## src/rtl/acumulador_ctrl.sv

```systemverilog
// Run-length accumulator sequencer: sums `len` signed operands taken over a
// valid/ready handshake and publishes the result with Z/N/P and sticky overflow.
module acumulador_ctrl #(
  parameter int NUM_BITS = 8,
  parameter int CNT_BITS = 4
) (
  input  logic                clk,
  input  logic                rst_n,
  input  logic                start,
  input  logic [CNT_BITS-1:0] len,
  input  logic                in_valid,
  input  logic [NUM_BITS-1:0] in_data,
  output logic                in_ready,
  output logic                busy,
  output logic                done,
  output logic [NUM_BITS-1:0] S,
  output logic                Z,
  output logic                N,
  output logic                P,
  output logic                V
);

  typedef enum logic [1:0] {
    ST_IDLE = 2'd0,
    ST_ACC  = 2'd1,
    ST_DONE = 2'd2
  } state_t;

  state_t              r_state;
  logic [NUM_BITS-1:0] r_acc;
  logic [CNT_BITS-1:0] r_rem;
  logic                r_ovf;
  logic                r_in_ready;
  logic                r_busy;
  logic                r_done;
  logic [NUM_BITS-1:0] r_s;
  logic                r_v;

  logic [NUM_BITS-1:0] w_sum;
  logic                w_accept;
  logic                w_ovf_next;

  // Signed overflow: operands share a sign that the wrapped sum does not.
  function automatic logic add_ovf(input logic [NUM_BITS-1:0] a,
                                   input logic [NUM_BITS-1:0] b,
                                   input logic [NUM_BITS-1:0] s);
    return (a[NUM_BITS-1] == b[NUM_BITS-1]) && (s[NUM_BITS-1] != a[NUM_BITS-1]);
  endfunction

  assign w_sum      = r_acc + in_data;
  assign w_accept   = in_valid & r_in_ready;
  assign w_ovf_next = r_ovf | add_ovf(r_acc, in_data, w_sum);

  // Sequencer state, datapath and registered status outputs.
  always_ff @(posedge clk) begin
    if (!rst_n) begin
      r_state    <= ST_IDLE;
      r_acc      <= '0;
      r_rem      <= '0;
      r_ovf      <= 1'b0;
      r_in_ready <= 1'b0;
      r_busy     <= 1'b0;
      r_done     <= 1'b0;
      r_s        <= '0;
      r_v        <= 1'b0;
    end else begin
      case (r_state)
        ST_IDLE: begin
          r_done <= 1'b0;
          if (start) begin
            r_acc  <= '0;
            r_rem  <= len;
            r_ovf  <= 1'b0;
            r_busy <= 1'b1;
            if (len == '0) begin
              // Empty run: publish a zero result straight away.
              r_state    <= ST_DONE;
              r_in_ready <= 1'b0;
              r_done     <= 1'b1;
              r_s        <= '0;
              r_v        <= 1'b0;
            end else begin
              r_state    <= ST_ACC;
              r_in_ready <= 1'b1;
            end
          end else begin
            r_in_ready <= 1'b0;
            r_busy     <= 1'b0;
          end
        end
        ST_ACC: begin
          if (w_accept) begin
            r_acc <= w_sum;
            r_ovf <= w_ovf_next;
            r_rem <= r_rem - CNT_BITS'(1);
            if (r_rem == CNT_BITS'(1)) begin
              r_state    <= ST_DONE;
              r_in_ready <= 1'b0;
              r_done     <= 1'b1;
              r_s        <= w_sum;
              r_v        <= w_ovf_next;
            end else begin
              r_state <= ST_ACC;
            end
          end else begin
            r_state <= ST_ACC;
          end
        end
        ST_DONE: begin
          r_state    <= ST_IDLE;
          r_in_ready <= 1'b0;
          r_busy     <= 1'b0;
          r_done     <= 1'b0;
        end
        default: begin
          r_state    <= ST_IDLE;
          r_in_ready <= 1'b0;
          r_busy     <= 1'b0;
          r_done     <= 1'b0;
        end
      endcase
    end
  end

  assign in_ready = r_in_ready;
  assign busy     = r_busy;
  assign done     = r_done;
  assign S        = r_s;
  assign V        = r_v;
  assign Z        = (r_s == '0);
  assign N        = r_s[NUM_BITS-1];
  assign P        = ~r_s[0];

endmodule

```

## config.mk

```make
export PLATFORM = sky130hd
export DESIGN_NAME = acumulador_ctrl
export DESIGN_NICKNAME = d
export VERILOG_FILES = /design/src/rtl/acumulador_ctrl.sv
export SDC_FILE = /design/constraint.sdc
export NUM_CORES = 1
export LEC_CHECK = 0
export CORE_ASPECT_RATIO = 1.25
export CORE_UTILIZATION = 55
export CTS_BUF_LIST = sky130_fd_sc_hd__clkbuf_2
export DETAILED_ROUTE_END_ITERATION = 16
export DONT_BUFFER_PORTS = 1
export GPL_TIMING_DRIVEN = 0
export MAX_ROUTING_LAYER = met4
export PLACE_DENSITY = 0.68
export SETUP_SLACK_MARGIN = 0.3
export SLEW_MARGIN = 0
export SYNTH_ARGS = -nofsm -noshare
export SYNTH_HDL_FRONTEND = slang
export SYNTH_SLANG_ARGS = --single-unit
```

## constraint.sdc

```tcl
create_clock -name clk -period 2.1 [get_ports clk]
set_input_delay 0.21 -clock clk [delete_from_list [all_inputs] [get_ports clk]]
set_output_delay 0.21 -clock clk [all_outputs]
set_load 0.02 [all_outputs]
```

==> metrics, run 1 <==
Post-Syn Nets=215; peak supply drop=0.3614 mV; Skew-Pair Late Insertion Delay=0.36 ns; register area share after synthesis=0.3429; Netlist cell types=48; DIE AREA=0.003086 sq mm; die height=61.86 um; design area=0.001790 sq mm; period utilization=0.8788; Worst EP arrival=2.17 ns; worst-case clock skew=0.005077 ns; sequential share of power=0.560; Via density=6.163; internal power=679.2 uW; via count=1436; most common cell in the netlist=dfxtp_1; Clock Power Share=0.211; CP Class=reg -> reg; Switching Share=0.3124; number of synthesized flops with an enable pin=0; CP required=2.42 ns; Critical Path Start Type=flop; outcome=completed; synth cell count leaders=dfxtp_1, a21oi_1, nor2_1; grt peak-use layer=met2; GRT Residual Overflow=0; CP startpoint=r_acc[0]; num rows=21; FF+latch count, synth=27; H-Tree Depth=1; Buf/Inv on CP=1; vias in the first global route=1343; initial antenna violation count=0; top_reg_cell synth=dfxtp_1; M3 GR Usage=0.03650; die span in x=49.89 um; Static Leak=0.0006768 uW; Cells after Synth=189; # diodes=0; switching power=308.6 uW; final setup vio count=0; crit path to=r_acc[4]; TNS Setup=0 ns; Peak Freq=0.5419 GHz; largest stage delay on the critical path=0.39 ns; Critical Path Fanout Max=3; placed cells=223; mapped cell area=0.001577 sq mm; hpwl dp=2.744 mm; reg2reg setup slack=0.25 ns; clock root buffer=clkbuf_2; Fin. Hold Viols=0; Layout Cells excl Fill=233; worst hold path type=in -> reg; Detailed Route Iter0 Violations=28; met2 Track Usage GR=0.4479; share of the synthesized area in the top cell type=0.3429; Worst R2R End=r_acc[4]; Area after DPL=0.001628 sq mm; max cap viols=0; grt met1 use=0.3269; Synth Warn #=0; DRC violations left=0; final hold slack=0.03581 ns; area of the core=0.002706 sq mm; power share of the combinational group=0.230; largest net degree at the start of global routing=15; Worst-Margin Slew=0.8410 ns; syn avg cell area=8.341 sq um; Top Family by Delay on Critical Path=adder cells; wire per inst=16.53 um; RD Place Congestion=0.8301; Longest Clk Path Bufs=2; Power Density=551.7 mW/mm^2; area leader, netlist=dfxtp_1; CP Cell Sequence=ha_4, fa_2, a211oi_2, buf_4, o21ai_1, or3_1, a21oi_2; cells on worst reg2reg path=7; Post-synth ARST share=0; layout net count=226; WL final=3.852 mm; Buffers on Ports=0; Synth area leaders=dfxtp_1, ha_1, a21oi_1, nor2_1, nand2_1; unrepaired setup endpoints after global routing=yes; Crit. End Element=flop; # IOs=31; ANT nets after route=0; Sinks on Clock Net=27; layout cell share with drive strength beyond 1=0.2211; r2r startpoint=r_acc[0]; fin util=0.6616; initial core utilization=0.5825; clock slew at reported path FFs=0.25 ns; min Tclk post-route=1.845 ns; GRT Total Usage=0.2696; CTS buffer count=3; critical path depth=7; CTS tree=built; first-pass GRT wire length=6.009 mm; slowest CP cell=dfxtp_2; Slew headroom=0.4342; Final Max Tran Viols=0; First-pass DRT Iterations=4; Area Overhead vs Synth=13.57%
==> repair_timing <==
item / in CTS / in global routing
buffers inserted: 1 / 3
gates resized for setup: 13 / 17
pin swaps: 7 / 10
hold endpoints to repair: 1 / 0
endpoints found under the setup margin: 8 / 18
hold buffers: 1 / 0
cloned: 0 / 1
==> how the worst min path moves through the flow <==
stage                       from        to  slack, ns  cells after the start
after floorplan            start      busy       0.37                      2
after global placement     start      busy       0.39                      2
after detailed placement   start      busy       0.42                      2
after CTS                 len[3]      done       0.02                      3
after global routing      len[3]      done       0.04                      3
final                     len[0]  r_rem[0]       0.04                      2
==> cells by family (layout without fill, tap and decap cells) <==
logic type	Yosys count	count (layout)	share of synthesized area
AOI/OAI and AO/OA	55	55	0.2278
buffers and inverters	16	26	0.05794
and+or+nand+nor	75	75	0.2437
muxes	2	2	0.01270
adders and majority gates	10	10	0.08413
xor gates and xnor gates	4	4	0.03095
DFF	27	27	0.3429
==> state kept, by name, indices dropped and copies added, names as in the netlist <==
register	cells
r_rem	4
V	1
r_ovf	1
in_ready	1
r_state	2
busy	1
done	1
r_acc	8
S	8
==> metrics by stage <==
step	total power [uW]	worst slack (ns)
floorplan	717.2	0.3357
global placement	752.4	0.1998
detailed placement	760.6	0.1898
CTS	973.5	0.2432
global route	1038	0.1962
finish	987.8	0.2546
==> placed cells by master (no fill, tap or decap), types with 3 or more instances in the layout <==
master,count
nor3_1,4
inv_1,5
buf_4,5
ha_1,6
o21ai_0,9
a21oi_1,17
nand3_1,10
a21oi_2,4
nand2_1,17
dfxtp_1,18
or4_1,3
nand2b_1,3
a21o_1,3
clkbuf_2,4
buf_2,5
nor2_1,18
dfxtp_2,7
buf_6,3
==> power groups by stage <==
stage                     registers, uW  logic, uW  clock network, uW
final                               553        227                208
after global routing                557        252                229
after CTS                           555        205                213
after detailed placement            564        196                  0
after global placement              562        190                  0
after floorplan                     560        158                  0
==> per-layer routing <==
layer	share of wire	wire, um
met5	0	0
met4	0.026	99
met3	0.044	171
met2	0.50	1914
met1	0.43	1666
==> cell type report <==
type / instances / area [sq um]
inverter: 6 / 22.52
multi-input combinational: 146 / 1035
fill: 229 / 915.9
timing repair buffer: 6 / 45.04
buffer: 10 / 68.82
tap: 34 / 42.54
clock buffer: 4 / 20.02
sequential: 27 / 556.8
(Power assumes the default switching activity.)
==> inputs of run 2 (changes only) <==
--- a/config.mk
+++ b/config.mk
@@ -5,14 +5,14 @@
 export SDC_FILE = /design/constraint.sdc
 export NUM_CORES = 1
 export LEC_CHECK = 0
+export BUFFER_PORTS_ARGS = -buffer_cell sky130_fd_sc_hd__buf_4
 export CORE_ASPECT_RATIO = 1.25
 export CORE_UTILIZATION = 55
 export CTS_BUF_LIST = sky130_fd_sc_hd__clkbuf_2
 export DETAILED_ROUTE_END_ITERATION = 16
-export DONT_BUFFER_PORTS = 1
 export GPL_TIMING_DRIVEN = 0
 export MAX_ROUTING_LAYER = met4
-export PLACE_DENSITY = 0.68
+export PLACE_DENSITY = 0.78
 export SETUP_SLACK_MARGIN = 0.3
 export SLEW_MARGIN = 0
 export SYNTH_ARGS = -nofsm -noshare
==> run 2 against run 1 <==
Net effect: clock skew grew 0.0085 ns; worst setup slack improved by 0.012 ns; clock power about the same; design area grew 11%; sequential cell count unchanged; global-route usage increased by 1.0 points; fmax grew 0.63%; critical path depth unchanged; sequential share of layout area decreased by 3.4 points; hold slack improved by 0.078 ns; register-to-register slack barely moved; combinational power increased by 15%; largest cell class unchanged.
==> metrics, run 2 (synthesis gave the netlist of run 1 again) <==
Slew headroom=0.5108 (was 0.4342); largest net degree at the start of global routing=16 (was 15); CTS buffer count=3 (unchanged); Critical Path Start Type=flop (unchanged); num rows=21 (unchanged); Worst EP arrival=2.15 ns (was 2.17 ns); # IOs=31 (unchanged); DIE AREA=0.003086 sq mm (unchanged); die height=61.86 um (unchanged); hpwl dp=2.922 mm (was 2.744 mm); r2r startpoint=r_acc[0] (unchanged); final setup vio count=0 (unchanged); Static Leak=0.0008228 uW (was 0.0006768 uW); Worst R2R End=S[6] (was r_acc[4]); peak supply drop=0.3372 mV (was 0.3614 mV); wire per inst=15.43 um (was 16.53 um); top routing layer in use=met4 (unchanged); worst hold path type=in -> reg (unchanged); outcome=completed (unchanged); DRC violations left=0 (unchanged); ANT nets after route=0 (unchanged); unrepaired setup endpoints after global routing=yes (unchanged); placed cells=252 (was 223); clock root buffer=clkbuf_2 (unchanged); area of the core=0.002706 sq mm (unchanged); Detailed Route Iter0 Violations=62 (was 28); CP startpoint=r_acc[0] (unchanged); max cap viols=0 (unchanged); Power Density=511.0 mW/mm^2 (was 551.7 mW/mm^2); die span in x=49.89 um (unchanged); via count=1546 (was 1436); TNS Setup=0 ns (unchanged); clock slew at reported path FFs=0.26 ns (was 0.25 ns); met3 WL=128 um (was 171 um); # diodes=0 (unchanged); commonest non-fill, non-tap cell in the layout=buf_4; CTS tree=built (unchanged); Sinks on Clock Net=27 (unchanged); layout net count=255 (was 226); Final Max Tran Viols=0 (unchanged); GRT Residual Overflow=0 (unchanged); period utilization=0.8733 (was 0.8788); final hold slack=0.1136 ns (was 0.03581 ns); WL met1=1.736 mm (was 1.666 mm); CP required=2.42 ns (about the same); Fill cells=213 (was 229); design area=0.001987 sq mm (was 0.001790 sq mm); Buffers on Ports=29 (was 0); H-Tree Depth=1 (unchanged); reg2reg setup slack=0.27 ns (was 0.25 ns); Longest Clk Path Bufs=2 (unchanged); vias in the first global route=1370 (was 1343); hold_sp=start (was len[0]); Critical Path Fanout Max=3 (unchanged); Hold Path End=busy (was r_rem[0]); Skew-Pair Late Insertion Delay=0.38 ns (was 0.36 ns); hold_buf cts=0 (was 1); First-pass DRT Iterations=7 (was 4); Via density=5.901 (was 6.163); Layout Cells excl Fill=262 (was 233); Area after DPL=0.001846 sq mm (was 0.001628 sq mm); WL final=4.042 mm (was 3.852 mm); CP Class=reg -> reg (unchanged); initial antenna violation count=0 (unchanged); GRT Total Usage=0.2797 (was 0.2696); Area Overhead vs Synth=26.03% (was 13.57%); worst hold stages=3 (was 2); worst-case clock skew=0.01357 ns (was 0.005077 ns); Crit. End Element=flop (unchanged); multi-input logic area=0.001016 sq mm (was 0.001035 sq mm); Reg area=550.5 sq um (was 556.8 sq um); RD Place Congestion=0.8214 (was 0.8301); min Tclk post-route=1.834 ns (was 1.845 ns); Peak Freq=0.5453 GHz (was 0.5419 GHz); initial core utilization=0.5825 (unchanged); most frequent cells in the layout=buf_4, dfxtp_1, nor2_1, a21oi_1, nand2_1 (was dfxtp_1, nor2_1, nand2_1, a21oi_1, nand3_1); cells on worst reg2reg path=7 (unchanged); Worst-Margin Slew=0.7272 ns (was 0.8410 ns); metal2 WL=2.055 mm (was 1.914 mm); first-pass GRT wire length=6.216 mm (was 6.009 mm); power after layout=1015 uW (was 987.8 uW); Fin. Hold Viols=0 (unchanged); layout cell share with drive strength beyond 1=0.3026 (was 0.2211)
-- run 2: cell count changes in the layout (fill, tap and decap cells not counted), sizes merged --
| cell | before | now |
|---|---|---|
| clkbuf | 6 | 5 |
| dlygate4sd3 | 1 | 0 |
| clkinv | 1 | 2 |
| buf | 13 | 43 |
-- run 2: layout make-up --
class	count	share of cell area
multi-input combinational	146	0.5113
sequential	27	0.2771
timing repair buffer	35	0.1341
buffer	10	0.03463
tap	34	0.02141
inverter	6	0.01133
clock buffer	3	0.007557
clock inverter	1	0.002519
-- run 2: layer usage --
layer  vias to the layer above  track usage
li1                        765            -
met1                       726       0.3204
met2                        43       0.4826
met3                        12      0.03893
met4                         0       0.1429
met5                         -            -
-- run 2: worst max-delay path: stages (launching register included) --
cell and delay (ns):
dfxtp_4 0.42, ha_4 0.16, fa_2 0.36, a211oi_2 0.23
o21bai_1 0.14, a21oi_2 0.22, xor2_1 0.16, o21ai_1 0.07
-- run 2: power by group --
group          switching [uW]  internal, uW  leakage [uW]
Combinational             145           116      0.000584
Clock                     162          43.2     0.0000164
Sequential               16.4           533      0.000223
-- run 2: worst max path at each step --
stage | to | slack (ns) | depth (start not counted)
detailed placement | S[6] | 0.13 | 8
global placement | S[6] | 0.12 | 8
global route | S[6] | 0.17 | 7
finish | S[6] | 0.27 | 7
CTS | S[6] | 0.24 | 7
floorplan | S[6] | 0.34 | 7
-- run 2: per-stage QoR --
stage / worst slack, ns / utilization
3_3_place_gp: 0.1250 / 0.6819
6_report: 0.2661 / 0.7342
3_5_place_dp: 0.1350 / 0.6819
5_1_grt: 0.1703 / 0.7342
4_1_cts: 0.2402 / 0.7027
2_1_floorplan: 0.3357 / -
-- run 2: what timing repair did --
| item | 4_1_cts | 5_1_grt |
|---|---|---|
| cloned | 0 | 1 |
| buffers inserted | 2 | 3 |
| endpoints found under the setup margin | 7 | 13 |
| pin swaps | 7 | 11 |
| gates resized for setup | 8 | 17 |
==> inputs of run 3 (changes only) <==
--- a/config.mk
+++ b/config.mk
@@ -7,12 +7,10 @@
 export LEC_CHECK = 0
 export BUFFER_PORTS_ARGS = -buffer_cell sky130_fd_sc_hd__buf_4
 export CORE_ASPECT_RATIO = 1.25
-export CORE_UTILIZATION = 55
+export CORE_UTILIZATION = 40
 export CTS_BUF_LIST = sky130_fd_sc_hd__clkbuf_2
 export DETAILED_ROUTE_END_ITERATION = 16
-export GPL_TIMING_DRIVEN = 0
-export MAX_ROUTING_LAYER = met4
-export PLACE_DENSITY = 0.78
+export PLACE_DENSITY = 0.59
 export SETUP_SLACK_MARGIN = 0.3
 export SLEW_MARGIN = 0
 export SYNTH_ARGS = -nofsm -noshare
==> run 3 against run 2 <==
Net effect: clock-buffer cell count grew 1; design area shrank 1.7%; non-clock buffer count shrank 7; combinational power shrank 7%; first-iteration DRC count grew 68%; critical path type unchanged; critical endpoint unchanged; largest cell class unchanged; highest routed layer unchanged.
==> metrics, run 3 (synthesis gave the netlist of run 1 again) <==
outcome=completed (unchanged); Hold Path End=busy (unchanged); worst-case clock skew=0.01233 ns (was 0.01357 ns); die height=72.19 um (was 61.86 um); CP required=2.39 ns (was 2.42 ns); WL final=4.023 mm (was 4.042 mm); First-pass DRT Iterations=5 (was 7); power share of the combinational group=0.243 (was 0.257); Skew-Pair Late Insertion Delay=0.37 ns (was 0.38 ns); unrepaired setup endpoints after global routing=yes (unchanged); final hold slack=0.1053 ns (was 0.1136 ns); # IOs=31 (unchanged); WL met1=1.761 mm (was 1.736 mm); worst hold path type=in -> reg (unchanged); period utilization=0.8681 (was 0.8733); final setup vio count=0 (unchanged); Clock Power Share=0.206 (was 0.202); CTS tree=built (unchanged); DIE AREA=0.004198 sq mm (was 0.003086 sq mm); Peak Freq=0.5485 GHz (was 0.5453 GHz); max cap viols=0 (unchanged); r2r startpoint=r_acc[0] (unchanged); area of the core=0.003785 sq mm (was 0.002706 sq mm); most frequent cells in the layout=buf_4, dfxtp_1, nor2_1, a21oi_1, nand2_1 (unchanged); die span in x=58.15 um (was 49.89 um); layout net count=248 (was 255); GRT Total Usage=0.2047 (was 0.2797); vias in the first global route=1493 (was 1370); cells on worst reg2reg path=7 (unchanged); via count=1501 (was 1546); sequential share of power=0.551 (was 0.541); Detailed Route Iter0 Violations=104 (was 62); DRC violations left=0 (unchanged); Crit. End Element=flop (unchanged); Final WS setup=0.2770 ns (was 0.2661 ns); placed cells=268 (was 252); Worst R2R End=S[6] (unchanged); clock slew at reported path FFs=0.26 ns (about the same); num rows=25 (was 21); Critical Path Start Type=flop (unchanged); peak supply drop=0.2384 mV (was 0.3372 mV); slowest CP cell=dfxtp_2 (was dfxtp_4); RD Place Congestion=0.8551 (was 0.8214); Critical Path Fanout Max=3 (unchanged); Sinks on Clock Net=27 (unchanged); Fin. Hold Viols=0 (unchanged); initial antenna violation count=0 (unchanged); top routing layer in use=met4 (unchanged); Worst EP arrival=2.11 ns (was 2.15 ns); ANT nets after route=0 (unchanged); Longest Clk Path Bufs=2 (unchanged); CTS buffer count=3 (unchanged); hpwl dp=3.012 mm (was 2.922 mm); # diodes=0 (unchanged); largest net degree at the start of global routing=17 (was 16); CP Class=reg -> reg (unchanged); Buffers on Ports=30 (was 29); Worst-Margin Slew=0.4699 ns (was 0.7272 ns); hold_sp=start (unchanged); min Tclk post-route=1.823 ns (was 1.834 ns); Static Leak=0.0007913 uW (was 0.0008228 uW); H-Tree Depth=1 (unchanged); met3 WL=100 um (was 128 um); Area Overhead vs Synth=23.89% (was 26.03%); TNS Setup=0 ns (unchanged); metal2 WL=2.132 mm (was 2.055 mm); Layout Cells excl Fill=275 (was 262); Slew headroom=0.6839 (was 0.5108); worst hold stages=3 (unchanged); reg2reg setup slack=0.28 ns (was 0.27 ns); initial core utilization=0.4165 (was 0.5825); Switching Share=0.3115 (was 0.3185); CP startpoint=r_acc[0] (unchanged); clock root buffer=clkbuf_2 (unchanged); internal power=691.5 uW (was 691.9 uW); Power Density=514.3 mW/mm^2 (was 511.0 mW/mm^2); Fill cells=376 (was 213); switching power=312.9 uW (was 323.3 uW); wire per inst=14.63 um (was 15.43 um); Via density=5.458 (was 5.901); GRT Residual Overflow=0 (unchanged); largest stage delay on the critical path=0.39 ns (was 0.42 ns); first-pass GRT wire length=6.672 mm (was 6.216 mm); Final Max Tran Viols=0 (unchanged); CP Cell Sequence=ha_4, fa_2, a211oi_2, o21bai_1, a21oi_2, xor2_1, o21ai_1 (unchanged); Setup WS pre-CTS=0.1351 ns (was 0.1350 ns); layout cell share with drive strength beyond 1=0.2760 (was 0.3026); commonest non-fill, non-tap cell in the layout=buf_4 (unchanged)
-- run 3: cell count changes in the layout (fill, tap and decap cells not counted), sizes merged --
cell	before	now
buf	43	38
clkinv	2	1
clkbuf	5	4
-- run 3: critical path, delay by kind of cell, from the launching register on --
family                     cells  cell delay [ns]
AOI/OAI and AO/OA              4             0.66
adders and majority gates      2             0.53
DFF                            1             0.39
xor gates and xnor gates       1             0.18
-- run 3: layer usage --
metal / vias to the layer above / GRT usage
met5: - / 0
met4: 0 / 0.05820
met3: 4 / 0.02139
met2: 34 / 0.3857
met1: 710 / 0.2408
li1: 753 / -
-- run 3: per-stage QoR --
stage / util / total power, uW / area, sq um
finish: 0.5160 / 1004 / 1953
global route: 0.5160 / 1060 / 1953
CTS: 0.5031 / 1002 / 1904
detailed placement: 0.4879 / 788.7 / 1847
global placement: 0.4879 / 780.8 / 1847
floorplan: - / 717.2 / 1585
-- run 3: cell type report --
type	instances	area [sq um]	share of cell area
multi-input cells	146	1011	0.5176
inverters	6	22.52	0.01153
clock buffers	4	20.02	0.01025
well taps	54	67.56	0.03459
flip-flops and latches	27	546.8	0.2799
repair buffers	38	285.3	0.1461
-- run 3: worst max-delay path by stage --
stage / slack, ns / depth (start not counted) / endpoint
6_report: 0.28 / 7 / S[6]
5_1_grt: 0.19 / 7 / S[6]
4_1_cts: 0.23 / 6 / r_acc[4]
3_5_place_dp: 0.14 / 8 / S[6]
3_3_place_gp: 0.20 / 8 / S[6]
2_1_floorplan: 0.34 / 7 / S[6]
-- run 3: power by group through the flow --
stage / combinational [uW] / sequential [uW] / clock [uW]
after global routing: 270 / 558 / 232
after detailed placement: 228 / 561 / 0
after global placement: 221 / 560 / 0
after CTS: 237 / 552 / 212
after floorplan: 158 / 560 / 0
final: 244 / 554 / 207
-- run 3: timing repair --
| action | CTS | global route |
|---|---|---|
| pin swaps | 7 | 8 |
| hold buffers | 0 | 0 |
| setup buffers | 1 | 2 |
| resized for setup | 8 | 10 |
| setup endpoints to repair | 9 | 11 |
